[src/rtl/dm_arb_pkg.sv]
// Shared types and default sizing for the data-memory arbiter.
// Zero latency; no backpressure (types and constants only).
package dm_arb_pkg;

   localparam int DM_ARB_DW        = 16;
   localparam int DM_ARB_AW        = 9;
   localparam int DM_ARB_BURST_MAX = 8;

   // Records which port owned the memory last; LOCK_L is a loader burst.
   typedef enum logic [1:0] {
      IDLE   = 2'd0,
      LAST_C = 2'd1,
      LAST_L = 2'd2,
      LOCK_L = 2'd3
   } dm_arb_state_e;

endpackage

[src/rtl/dm_arbiter_if.sv]
// Core port, loader port and data-memory port of the arbiter in one bundle.
// Zero latency; grants are the only backpressure (requesters hold until granted).
interface dm_arbiter_if
   import dm_arb_pkg::*;
#(
   parameter int DW = DM_ARB_DW,
   parameter int AW = DM_ARB_AW
);

   logic          C_REQ;
   logic          C_WE;
   logic [AW-1:0] C_ADDR;
   logic [DW-1:0] C_WDATA;
   logic          C_GNT;
   logic          C_VALID;
   logic [DW-1:0] C_RDATA;
   logic          C_STALL;

   logic          L_REQ;
   logic          L_WE;
   logic          L_LOCK;
   logic [AW-1:0] L_ADDR;
   logic [DW-1:0] L_WDATA;
   logic          L_GNT;
   logic          L_VALID;
   logic [DW-1:0] L_RDATA;

   logic [AW-1:0] DM_ADDR;
   logic [DW-1:0] DM_IN;
   logic          DM_ED;
   logic [DW-1:0] DM_OUT;

   // Requesters and the memory model together.
   modport master (
      output C_REQ, C_WE, C_ADDR, C_WDATA,
      input  C_GNT, C_VALID, C_RDATA, C_STALL,
      output L_REQ, L_WE, L_LOCK, L_ADDR, L_WDATA,
      input  L_GNT, L_VALID, L_RDATA,
      input  DM_ADDR, DM_IN, DM_ED,
      output DM_OUT
   );

   modport slave (
      input  C_REQ, C_WE, C_ADDR, C_WDATA,
      output C_GNT, C_VALID, C_RDATA, C_STALL,
      input  L_REQ, L_WE, L_LOCK, L_ADDR, L_WDATA,
      output L_GNT, L_VALID, L_RDATA,
      output DM_ADDR, DM_IN, DM_ED,
      input  DM_OUT
   );

endinterface

[src/rtl/dm_arb_rr.sv]
// Two-way round-robin grant decode from the last-owner state; purely combinational.
// Zero latency; a losing requester is simply not granted and must hold its request.
module dm_arb_rr
   import dm_arb_pkg::*;
(
   input  dm_arb_state_e state,
   input  logic          c_req,
   input  logic          l_req,
   input  logic          lock_go,
   output logic          gnt_c,
   output logic          gnt_l
);

   always_comb begin
      gnt_c = 1'b0;
      gnt_l = 1'b0;
      case (state)
         // Burst owner: core never wins; loader wins only while the burst may continue.
         LOCK_L: gnt_l = l_req & lock_go;
         LAST_C: begin
            gnt_l = l_req;
            gnt_c = c_req & ~l_req;
         end
         default: begin
            gnt_c = c_req;
            gnt_l = l_req & ~c_req;
         end
      endcase
   end

endmodule

[src/rtl/dm_arbiter.sv]
// Core/loader data-memory arbiter; accesses complete in the grant cycle, read data valid one cycle later.
// Backpressure is the grant itself (C_STALL for the core); DM_ARB_LOCK_EN adds locked loader bursts.
module dm_arbiter
   import dm_arb_pkg::*;
#(
   parameter int DW        = DM_ARB_DW,
   parameter int AW        = DM_ARB_AW,
   parameter int BURST_MAX = DM_ARB_BURST_MAX
)(
   input  logic         CLK,
   input  logic         RST,
   dm_arbiter_if.slave  bus
);

   localparam int CW = $clog2(BURST_MAX + 1);

   dm_arb_state_e state;
   logic          c_req;
   logic          l_req;
   logic          gnt_c;
   logic          gnt_l;
   logic          lock_go;
   logic [AW-1:0] dm_addr;
   logic [DW-1:0] dm_in;
   logic          dm_ed;

   // Requests are masked while reset is held so no access can slip through.
   assign c_req = bus.C_REQ & RST;
   assign l_req = bus.L_REQ & RST;

`ifdef DM_ARB_LOCK_EN
   logic [CW-1:0] lock_cnt;
   assign lock_go = bus.L_LOCK && (lock_cnt != CW'(BURST_MAX));
`else
   logic          unused_lock;
   logic [CW-1:0] unused_burst_max;
   assign unused_lock      = bus.L_LOCK;
   assign unused_burst_max = CW'(BURST_MAX);
   assign lock_go          = 1'b0;
`endif

   dm_arb_rr u_rr (
      .state   (state),
      .c_req   (c_req),
      .l_req   (l_req),
      .lock_go (lock_go),
      .gnt_c   (gnt_c),
      .gnt_l   (gnt_l)
   );

   always_comb begin
      dm_addr = '0;
      dm_in   = '0;
      dm_ed   = 1'b0;
      if (gnt_c) begin
         dm_addr = bus.C_ADDR;
         dm_in   = bus.C_WDATA;
         dm_ed   = bus.C_WE;
      end else if (gnt_l) begin
         dm_addr = bus.L_ADDR;
         dm_in   = bus.L_WDATA;
         dm_ed   = bus.L_WE;
      end
   end

   assign bus.DM_ADDR = dm_addr;
   assign bus.DM_IN   = dm_in;
   assign bus.DM_ED   = dm_ed;
   assign bus.C_GNT   = gnt_c;
   assign bus.L_GNT   = gnt_l;
   assign bus.C_STALL = c_req & ~gnt_c;

   always_ff @(posedge CLK) begin
      if (!RST) begin
         state       <= IDLE;
         bus.C_RDATA <= '0;
         bus.L_RDATA <= '0;
         bus.C_VALID <= 1'b0;
         bus.L_VALID <= 1'b0;
`ifdef DM_ARB_LOCK_EN
         lock_cnt    <= '0;
`endif
      end else begin
         bus.C_VALID <= gnt_c & ~bus.C_WE;
         bus.L_VALID <= gnt_l & ~bus.L_WE;
         if (gnt_c && !bus.C_WE) bus.C_RDATA <= bus.DM_OUT;
         if (gnt_l && !bus.L_WE) bus.L_RDATA <= bus.DM_OUT;

         if (gnt_c) begin
            state <= LAST_C;
         end else if (gnt_l) begin
`ifdef DM_ARB_LOCK_EN
            if (state == LOCK_L) begin
               lock_cnt <= lock_cnt + CW'(1);
            end else if (bus.L_LOCK) begin
               // Counter restarts with the burst; the entry grant is its first grant.
               state    <= LOCK_L;
               lock_cnt <= CW'(1);
            end else begin
               state <= LAST_L;
            end
`else
            state <= LAST_L;
`endif
         end
`ifdef DM_ARB_LOCK_EN
         else if (state == LOCK_L) begin
            // Release cycle: nobody is granted, so a waiting core wins from LAST_L next.
            state <= LAST_L;
         end
`endif
      end
   end

endmodule

[src/flat_wrapper.sv]
// flat-port wrapper written by rule: the top's interface ports become plain ports
module dm_arbiter_flat import dm_arb_pkg::*;
#(
   parameter int DW        = DM_ARB_DW,
   parameter int AW        = DM_ARB_AW,
   parameter int BURST_MAX = DM_ARB_BURST_MAX
)
  (CLK, RST, bus_C_REQ, bus_C_WE, bus_C_ADDR, bus_C_WDATA, bus_C_GNT, bus_C_VALID, bus_C_RDATA, bus_C_STALL, bus_L_REQ, bus_L_WE, bus_L_LOCK, bus_L_ADDR, bus_L_WDATA, bus_L_GNT, bus_L_VALID, bus_L_RDATA, bus_DM_ADDR, bus_DM_IN, bus_DM_ED, bus_DM_OUT);
  dm_arbiter_if #(.DW(DW), .AW(AW)) bus_i ();
  input  logic CLK;
  input  logic RST;
  input wire logic [$bits(bus_i.C_REQ)-1:0] bus_C_REQ;
  input wire logic [$bits(bus_i.C_WE)-1:0] bus_C_WE;
  input wire logic [$bits(bus_i.C_ADDR)-1:0] bus_C_ADDR;
  input wire logic [$bits(bus_i.C_WDATA)-1:0] bus_C_WDATA;
  output wire logic [$bits(bus_i.C_GNT)-1:0] bus_C_GNT;
  output wire logic [$bits(bus_i.C_VALID)-1:0] bus_C_VALID;
  output wire logic [$bits(bus_i.C_RDATA)-1:0] bus_C_RDATA;
  output wire logic [$bits(bus_i.C_STALL)-1:0] bus_C_STALL;
  input wire logic [$bits(bus_i.L_REQ)-1:0] bus_L_REQ;
  input wire logic [$bits(bus_i.L_WE)-1:0] bus_L_WE;
  input wire logic [$bits(bus_i.L_LOCK)-1:0] bus_L_LOCK;
  input wire logic [$bits(bus_i.L_ADDR)-1:0] bus_L_ADDR;
  input wire logic [$bits(bus_i.L_WDATA)-1:0] bus_L_WDATA;
  output wire logic [$bits(bus_i.L_GNT)-1:0] bus_L_GNT;
  output wire logic [$bits(bus_i.L_VALID)-1:0] bus_L_VALID;
  output wire logic [$bits(bus_i.L_RDATA)-1:0] bus_L_RDATA;
  output wire logic [$bits(bus_i.DM_ADDR)-1:0] bus_DM_ADDR;
  output wire logic [$bits(bus_i.DM_IN)-1:0] bus_DM_IN;
  output wire logic [$bits(bus_i.DM_ED)-1:0] bus_DM_ED;
  input wire logic [$bits(bus_i.DM_OUT)-1:0] bus_DM_OUT;
  assign bus_i.C_REQ = bus_C_REQ;
  assign bus_i.C_WE = bus_C_WE;
  assign bus_i.C_ADDR = bus_C_ADDR;
  assign bus_i.C_WDATA = bus_C_WDATA;
  assign bus_C_GNT = bus_i.C_GNT;
  assign bus_C_VALID = bus_i.C_VALID;
  assign bus_C_RDATA = bus_i.C_RDATA;
  assign bus_C_STALL = bus_i.C_STALL;
  assign bus_i.L_REQ = bus_L_REQ;
  assign bus_i.L_WE = bus_L_WE;
  assign bus_i.L_LOCK = bus_L_LOCK;
  assign bus_i.L_ADDR = bus_L_ADDR;
  assign bus_i.L_WDATA = bus_L_WDATA;
  assign bus_L_GNT = bus_i.L_GNT;
  assign bus_L_VALID = bus_i.L_VALID;
  assign bus_L_RDATA = bus_i.L_RDATA;
  assign bus_DM_ADDR = bus_i.DM_ADDR;
  assign bus_DM_IN = bus_i.DM_IN;
  assign bus_DM_ED = bus_i.DM_ED;
  assign bus_i.DM_OUT = bus_DM_OUT;
  dm_arbiter #(.DW(DW), .AW(AW), .BURST_MAX(BURST_MAX)) u_core (.CLK(CLK), .RST(RST), .bus(bus_i));
endmodule
[config.mk]
export PLATFORM = sky130hd
export DESIGN_NAME = dm_arbiter_flat
export DESIGN_NICKNAME = d
export VERILOG_FILES = /design/src/rtl/dm_arb_pkg.sv /design/src/rtl/dm_arbiter_if.sv /design/src/rtl/dm_arb_rr.sv /design/src/rtl/dm_arbiter.sv /design/src/flat_wrapper.sv
export SDC_FILE = /design/constraint.sdc
export NUM_CORES = 1
export LEC_CHECK = 0
export ABC_AREA = 0
export BUFFER_PORTS_ARGS = -buffer_cell sky130_fd_sc_hd__clkbuf_2
export CORE_MARGIN = 2
export CORE_UTILIZATION = 42
export CTS_CLUSTER_SIZE = 20
export DETAILED_ROUTE_END_ITERATION = 8
export PLACE_DENSITY = 0.95
export SLEW_MARGIN = 20
export SYNTH_ARGS = -nofsm -noshare
export SYNTH_HDL_FRONTEND = slang
export SYNTH_HIERARCHICAL = 1
export SYNTH_SLANG_ARGS = --single-unit
[constraint.sdc]
create_clock -name CLK -period 4.4 [get_ports CLK]
set_clock_uncertainty 0.2 [all_clocks]
set_input_delay 0.44 -clock CLK [delete_from_list [all_inputs] [get_ports CLK]]
set_output_delay 0.44 -clock CLK [all_outputs]
set_load 0.005 [all_outputs]
==> results_dict.tcl, run 1 <==
set metrics [dict create \
    use_met1 0.1858 \
    irDropWorstVdd_mv 0.2289 \
    critPathSlowestCell "buf_4" \
    seq_area_um2 720.7 \
    p_per_area_nw_per_um2 308.7 \
    clk_path_buf_depth 2 \
    globalplace.congestion 0.7079 \
    drc 0 \
    grt_max_degree 50 \
    antennaDiodeCount 0 \
    dr.first_iter.drc_count 50 \
    wl_mm 4.571 \
    yosysUniqueCellTypes 20 \
    ios 136 \
    antenna_found_initial 0 \
    postCtsSetupRepairBufs 0 \
    design_area_um2 2434 \
    cts_tree "built" \
    busiest_layer "met2" \
    grt.overflow.total 0 \
    num_vias 1709 \
    port_buffers 134 \
    hold_slack_ns 0.2043 \
    use_met3 0.06167 \
    grt_use_total 0.1950 \
    die_h_um 67.47 \
    synth_cells 177 \
    cts_root_buf "clkbuf_8" \
    finalSetupViolations 0 \
    crit_top_cell "clkbuf_2" \
    rows 23 \
    mostFrequentLayoutCells "clkbuf_2, nand2_1, dfxtp_1, mux2i_1, a22o_1" \
    synth_fp_nets 250 \
    mostFrequentLayoutCell "clkbuf_2" \
    cts.clk_slew.worst_paths_ns 0.07 \
    dieArea_um2 4552 \
    avgSynthCellArea_um2 9.557 \
    fill_cells 350 \
    dr.pass1.iters 4 \
    hold_violations 0 \
    finalSetupTns_ns 0 \
    grt_first_pass_wirelength_mm 6.603 \
    vias_per_cell 4.801 \
    ant_nets 0 \
    wl_per_cell_um 12.84 \
    yosys_warnings 6 \
    grt_use_met2 0.3787 \
    multiInputGateArea_um2 838.3 \
    crit_type "input pin to primary output" \
    p_total_w 0.0007513 \
    drive_gt1_frac 0.4837 \
    core_area_um2 3943 \
    clkSinkCount 36 \
    syn_to_final_growth_pct 43.86 \
    cap_violations 0 \
    status "complete, no violations" \
    slew_violations 0 \
    initial_core_util 0.4291 \
    dp_hpwl_mm 3.654 \
    grt_pass1_vias 1535 \
    tightestPinTransition_ns 1.077 \
    die_w_um 67.47 \
    synth_area_um2 1692 \
    cpPeakStageDelay_ns 0.28 \
    min_path_type "input pin to flop" \
    cts-buffers-inserted 5 \
    timing.fmax_ghz 0.3988 \
    ys_ff_latch 36 \
    ctsResizeCount 0 \
    cp_cell_sequence "clkbuf_2 > and2_1 > inv_1 > o221a_1 > nor2b_1 > buf_4 > a22o_1 > clkbuf_2" \
    slew-limit-headroom 0.2821 \
    crit_arrival_ns 1.87 \
    cts_hold_buf 0 \
    final_nets 378 \
    ys_seq_area_frac 0.4260 \
    clk_latency_ns 0.28 \
    crit_path_start_kind "input pin" \
    crit_required_ns 3.76 \
    leakagePower_nw 1.330 \
    fin_crit_sh 0.5699 \
    endpoint_kind "primary output" \
    crit_fanout 25 \
    period_minus_slack_ns 2.508 \
    place_area_um2 2322 \
    rsz0062_at_grt "false" \
    cts-htree-levels 2 \
]
-- sequential cells by signal, indices dropped and copies added, names as in the netlist --
name and count:
u_core/bus.C_RDATA 16, u_core/bus.C_VALID 1, u_core/bus.L_RDATA 16, u_core/bus.L_VALID 1, u_core/state 2
-- metal layers --
metal / share of wire / vias to the layer above
met5: 0 / -
met1: 0.36 / 758
met2: 0.53 / 79
met3: 0.086 / 10
li1: - / 862
met4: 0.016 / 0
-- cell usage after synthesis --
cell | count | area (um^2)
a22o_1 | 26 | 227.7
and2_1 | 3 | 18.77
buf_12 | 1 | 20.02
buf_2 | 8 | 40.04
buf_4 | 1 | 7.510
buf_6 | 5 | 56.30
clkbuf_1 | 1 | 3.750
conb_1 | 1 | 3.750
dfxtp_1 | 36 | 720.7
inv_1 | 1 | 3.750
inv_2 | 1 | 3.750
mux2i_1 | 32 | 320.3
nand2_1 | 49 | 183.9
nand2b_1 | 1 | 6.260
nor2_1 | 3 | 11.26
nor2b_1 | 3 | 18.77
nor2b_4 | 1 | 13.76
nor3_1 | 1 | 5.000
o21a_1 | 2 | 15.01
o221a_1 | 1 | 11.26
-- cells by family (layout without fill, tap and decap cells) --
| family | Yosys count | after routing | share of synthesized area |
|---|---|---|---|
| flip-flops | 36 | 36 | 0.4260 |
| multiplexers | 32 | 32 | 0.1894 |
| AO/OA/AOI/OAI | 29 | 29 | 0.1501 |
| buffers and inverters | 18 | 147 | 0.07988 |
| other | 1 | 1 | 0.002217 |
| AND/OR/NAND/NOR | 61 | 61 | 0.1524 |
-- power breakdown --
group | switching, W | internal, W | total, W
clock | 0.000115 | 0.000168 | 0.000282
sequential | 0.00000619 | 0.000337 | 0.000343
combinational | 0.0000577 | 0.0000680 | 0.000126
total | 0.000179 | 0.000573 | 0.000751
-- worst max-delay path: cells and delay by family --
kind,cells,cell delay [ns]
simple gates,2,0.37
buf+inv,4,0.60
compound gates,2,0.45
-- path summary, 6_finish.rpt --
path / from / endpoint / slack [ns] / depth (start not counted)
worst max-delay path: RST / bus_DM_ADDR[2] / 1.89 / 8
worst min-delay path: bus_DM_OUT[4] / u_core/bus.C_RDATA[4] / 0.20 / 3
worst max register to register: u_core/state[0] / u_core/bus.C_RDATA[9] / 2.50 / 4
worst min register to register: u_core/bus.L_RDATA[15] / u_core/bus.L_RDATA[15] / 0.26 / 2
-- per-stage QoR --
step / util / instances / setup WS, ns
finish: 0.6173 / 356 / 1.892
global route: 0.6173 / 356 / 1.737
CTS: 0.6173 / 356 / 1.890
detailed placement: 0.5890 / 348 / 1.892
global placement: 0.5890 / 348 / 1.918
floorplan: - / 177 / 1.928
-- layout make-up --
| class | count | area share |
|---|---|---|
| clock inverters | 3 | 0.01748 |
| flip-flops and latches | 36 | 0.2961 |
| repair buffers | 137 | 0.2848 |
| clock buffers | 5 | 0.02828 |
| well taps | 50 | 0.02571 |
| multi-input cells | 123 | 0.3445 |
| inverters | 2 | 0.003085 |
(Power assumes the default switching activity.)
==> run 2, diff against run 1 <==
--- a/config.mk
+++ b/config.mk
@@ -8,10 +8,10 @@
 export ABC_AREA = 0
 export BUFFER_PORTS_ARGS = -buffer_cell sky130_fd_sc_hd__clkbuf_2
 export CORE_MARGIN = 2
-export CORE_UTILIZATION = 42
+export CORE_UTILIZATION = 35
 export CTS_CLUSTER_SIZE = 20
 export DETAILED_ROUTE_END_ITERATION = 8
-export PLACE_DENSITY = 0.95
+export PLACE_DENSITY = 0.88
 export SLEW_MARGIN = 20
 export SYNTH_ARGS = -nofsm -noshare
 export SYNTH_HDL_FRONTEND = slang
==> constraint.sdc (replaced) <==
create_clock -name CLK -period 2.15 [get_ports CLK]
set_clock_uncertainty 0.2 [all_clocks]
set_input_delay 0.215 -clock CLK [delete_from_list [all_inputs] [get_ports CLK]]
set_output_delay 0.215 -clock CLK [all_outputs]
set_load 0.005 [all_outputs]
==> run 2 against run 1 <==
Global-route usage down 2.2 points. Setup slack worse by 1.8 ns. Final cell count up 6.5%. Die area up 19%. Clock power up 78%. Flip-flop and latch count unchanged. Combinational power up 130%. Critical endpoint is now bus_DM_ED.
==> results_dict.tcl, run 2 (synthesis results as in run 1) <==
set metrics [dict create \
    status "complete, no violations" \
    syn_to_final_growth_pct 56.66 \
    grt_first_pass_wirelength_mm 7.169 \
    antennaDiodeCount 0 \
    cts.clk_slew.worst_paths_ns 0.07 \
    final_nets 398 \
    dp_hpwl_mm 3.767 \
    crit_arrival_ns 1.60 \
    drc 0 \
    dr.first_iter.drc_count 24 \
    wl_per_cell_um 13.09 \
    leakagePower_nw 1.422 \
    slew_violations 0 \
    initial_core_util 0.3605 \
    place_area_um2 2375 \
    top_regs "u_core/bus.C_RDATA: 16 flops, u_core/bus.L_RDATA: 16 flops, u_core/state: 2 flops" \
    seq_area_um2 720.7 \
    crit_path_start_kind "flop" \
    rows 25 \
    rsz0062_at_grt "false" \
    hold-path-cell-count 4 \
    r2r-start "u_core/state[0]" \
    fill_cells 418 \
    finalSetupTns_ns 0 \
    mostFrequentLayoutCells "clkbuf_2, nand2_1, dfxtp_1, mux2i_1, a22o_1" \
    hold_end "u_core/bus.L_RDATA[3]" \
    clkSinkCount 36 \
    antenna_found_initial 0 \
    dp.cells 355 \
    grt_use_total 0.1735 \
    p_total_w 0.001500 \
    crit_fanout 26 \
    design_area_um2 2650 \
    fin_cells 379 \
    worstRegToRegCells 6 \
    irDropWorstVdd_mv 0.3488 \
    fin_crit_sh 0.9361 \
    core_area_um2 4692 \
    die_w_um 73.52 \
    multiInputGateArea_um2 847.1 \
    cts_root_buf "clkbuf_8" \
    crit_type "flop to primary output" \
    reg2reg_slack_ns 0.41 \
    drive_gt1_frac 0.4646 \
    clk_latency_ns 0.27 \
    dieArea_um2 5405 \
    min-delay-start "bus_L_WE" \
    period_minus_slack_ns 2.013 \
    reg2reg_to "u_core/bus.C_RDATA[5]" \
    die_h_um 73.52 \
    timing.fmax_ghz 0.4969 \
    cts-htree-levels 2 \
    port_buffers 134 \
    min_path_type "input pin to flop" \
    p_per_area_nw_per_um2 566.1 \
    wl_mm 4.960 \
    globalplace.congestion 0.7465 \
    grt_pass1_vias 1601 \
    crit_required_ns 1.74 \
    vias_per_cell 4.697 \
    dr.pass1.iters 4 \
    grt_max_degree 51 \
    cts-buffers-inserted 5 \
    endpoint_kind "primary output" \
    num_vias 1780 \
    cts_tree "built" \
    finalSetupViolations 0 \
    ios 136 \
    clk_path_buf_depth 2 \
    hold_violations 0 \
    mostFrequentLayoutCell "clkbuf_2" \
    grt.overflow.total 0 \
    ant_nets 0 \
    cap_violations 0 \
]
[run 2: cell count changes in the layout (fill, tap and decap cells not counted), sizes merged]
| cell | before | now |
|---|---|---|
| dlygate4sd3 | 0 | 17 |
| bufinv | 1 | 0 |
| clkinvlp | 1 | 0 |
| clkinv | 1 | 0 |
| clkbuf | 139 | 141 |
| buf | 3 | 6 |
[run 2: repair_timing]
action	4_1_cts	5_1_grt
hold endpoints to repair	27	0
hold buffers	17	0
resized for setup	0	1
buffers inserted	0	0
endpoints found under the setup margin	0	26
[run 2: area by class of cell]
| cell class | count | area share |
|---|---|---|
| clock buffers | 7 | 0.03636 |
| inverters | 2 | 0.002833 |
| multi-input cells | 123 | 0.3196 |
| flip-flops and latches | 36 | 0.2720 |
| well taps | 54 | 0.02550 |
| repair buffers | 157 | 0.3437 |
[run 2: routing by layer]
metal,vias up,GRT usage,share of wire
met1,794,0.1754,0.36
met2,82,0.3373,0.55
met3,6,0.03978,0.072
li1,898,-,-
met5,-,0,0
met4,0,0.06667,0.015
[run 2: metrics by stage]
| step | util | worst slack (ns) | hold WS, ns |
|---|---|---|---|
| floorplan | - | 0.1275 | 0.1765 |
| global placement | 0.5061 | 0.2150 | 0.2433 |
| detailed placement | 0.5061 | 0.1684 | 0.2502 |
| CTS | 0.5629 | 0.07661 | 0.2347 |
| global route | 0.5648 | 0.01822 | 0.2450 |
| finish | 0.5648 | 0.1374 | 0.2521 |
[run 2: how the worst max path moves through the flow]
stage,from,cells past startpoint,endpoint
CTS,u_core/state[0],5,bus_DM_ADDR[6]
finish,u_core/state[0],6,bus_DM_ED
detailed placement,RST,8,bus_DM_ADDR[6]
global route,u_core/state[0],6,bus_DM_ED
floorplan,RST,8,bus_DM_ADDR[0]
global placement,RST,8,bus_DM_ADDR[6]
[run 2: critical path, stage by stage (launching register included)]
cell	delay (ns)
dfxtp_1	0.39
nand2_1	0.08
o221a_4	0.24
nor2b_1	0.16
buf_12	0.16
a22o_1	0.20
clkbuf_2	0.10
[run 2: power breakdown]
part / switching [W] / internal, W / leakage [nW]
sequential: 0.0000127 / 0.000690 / 0.293
combinational: 0.000127 / 0.000167 / 1.08
clock: 0.000218 / 0.000285 / 0.0503
total: 0.000358 / 0.00114 / 1.42
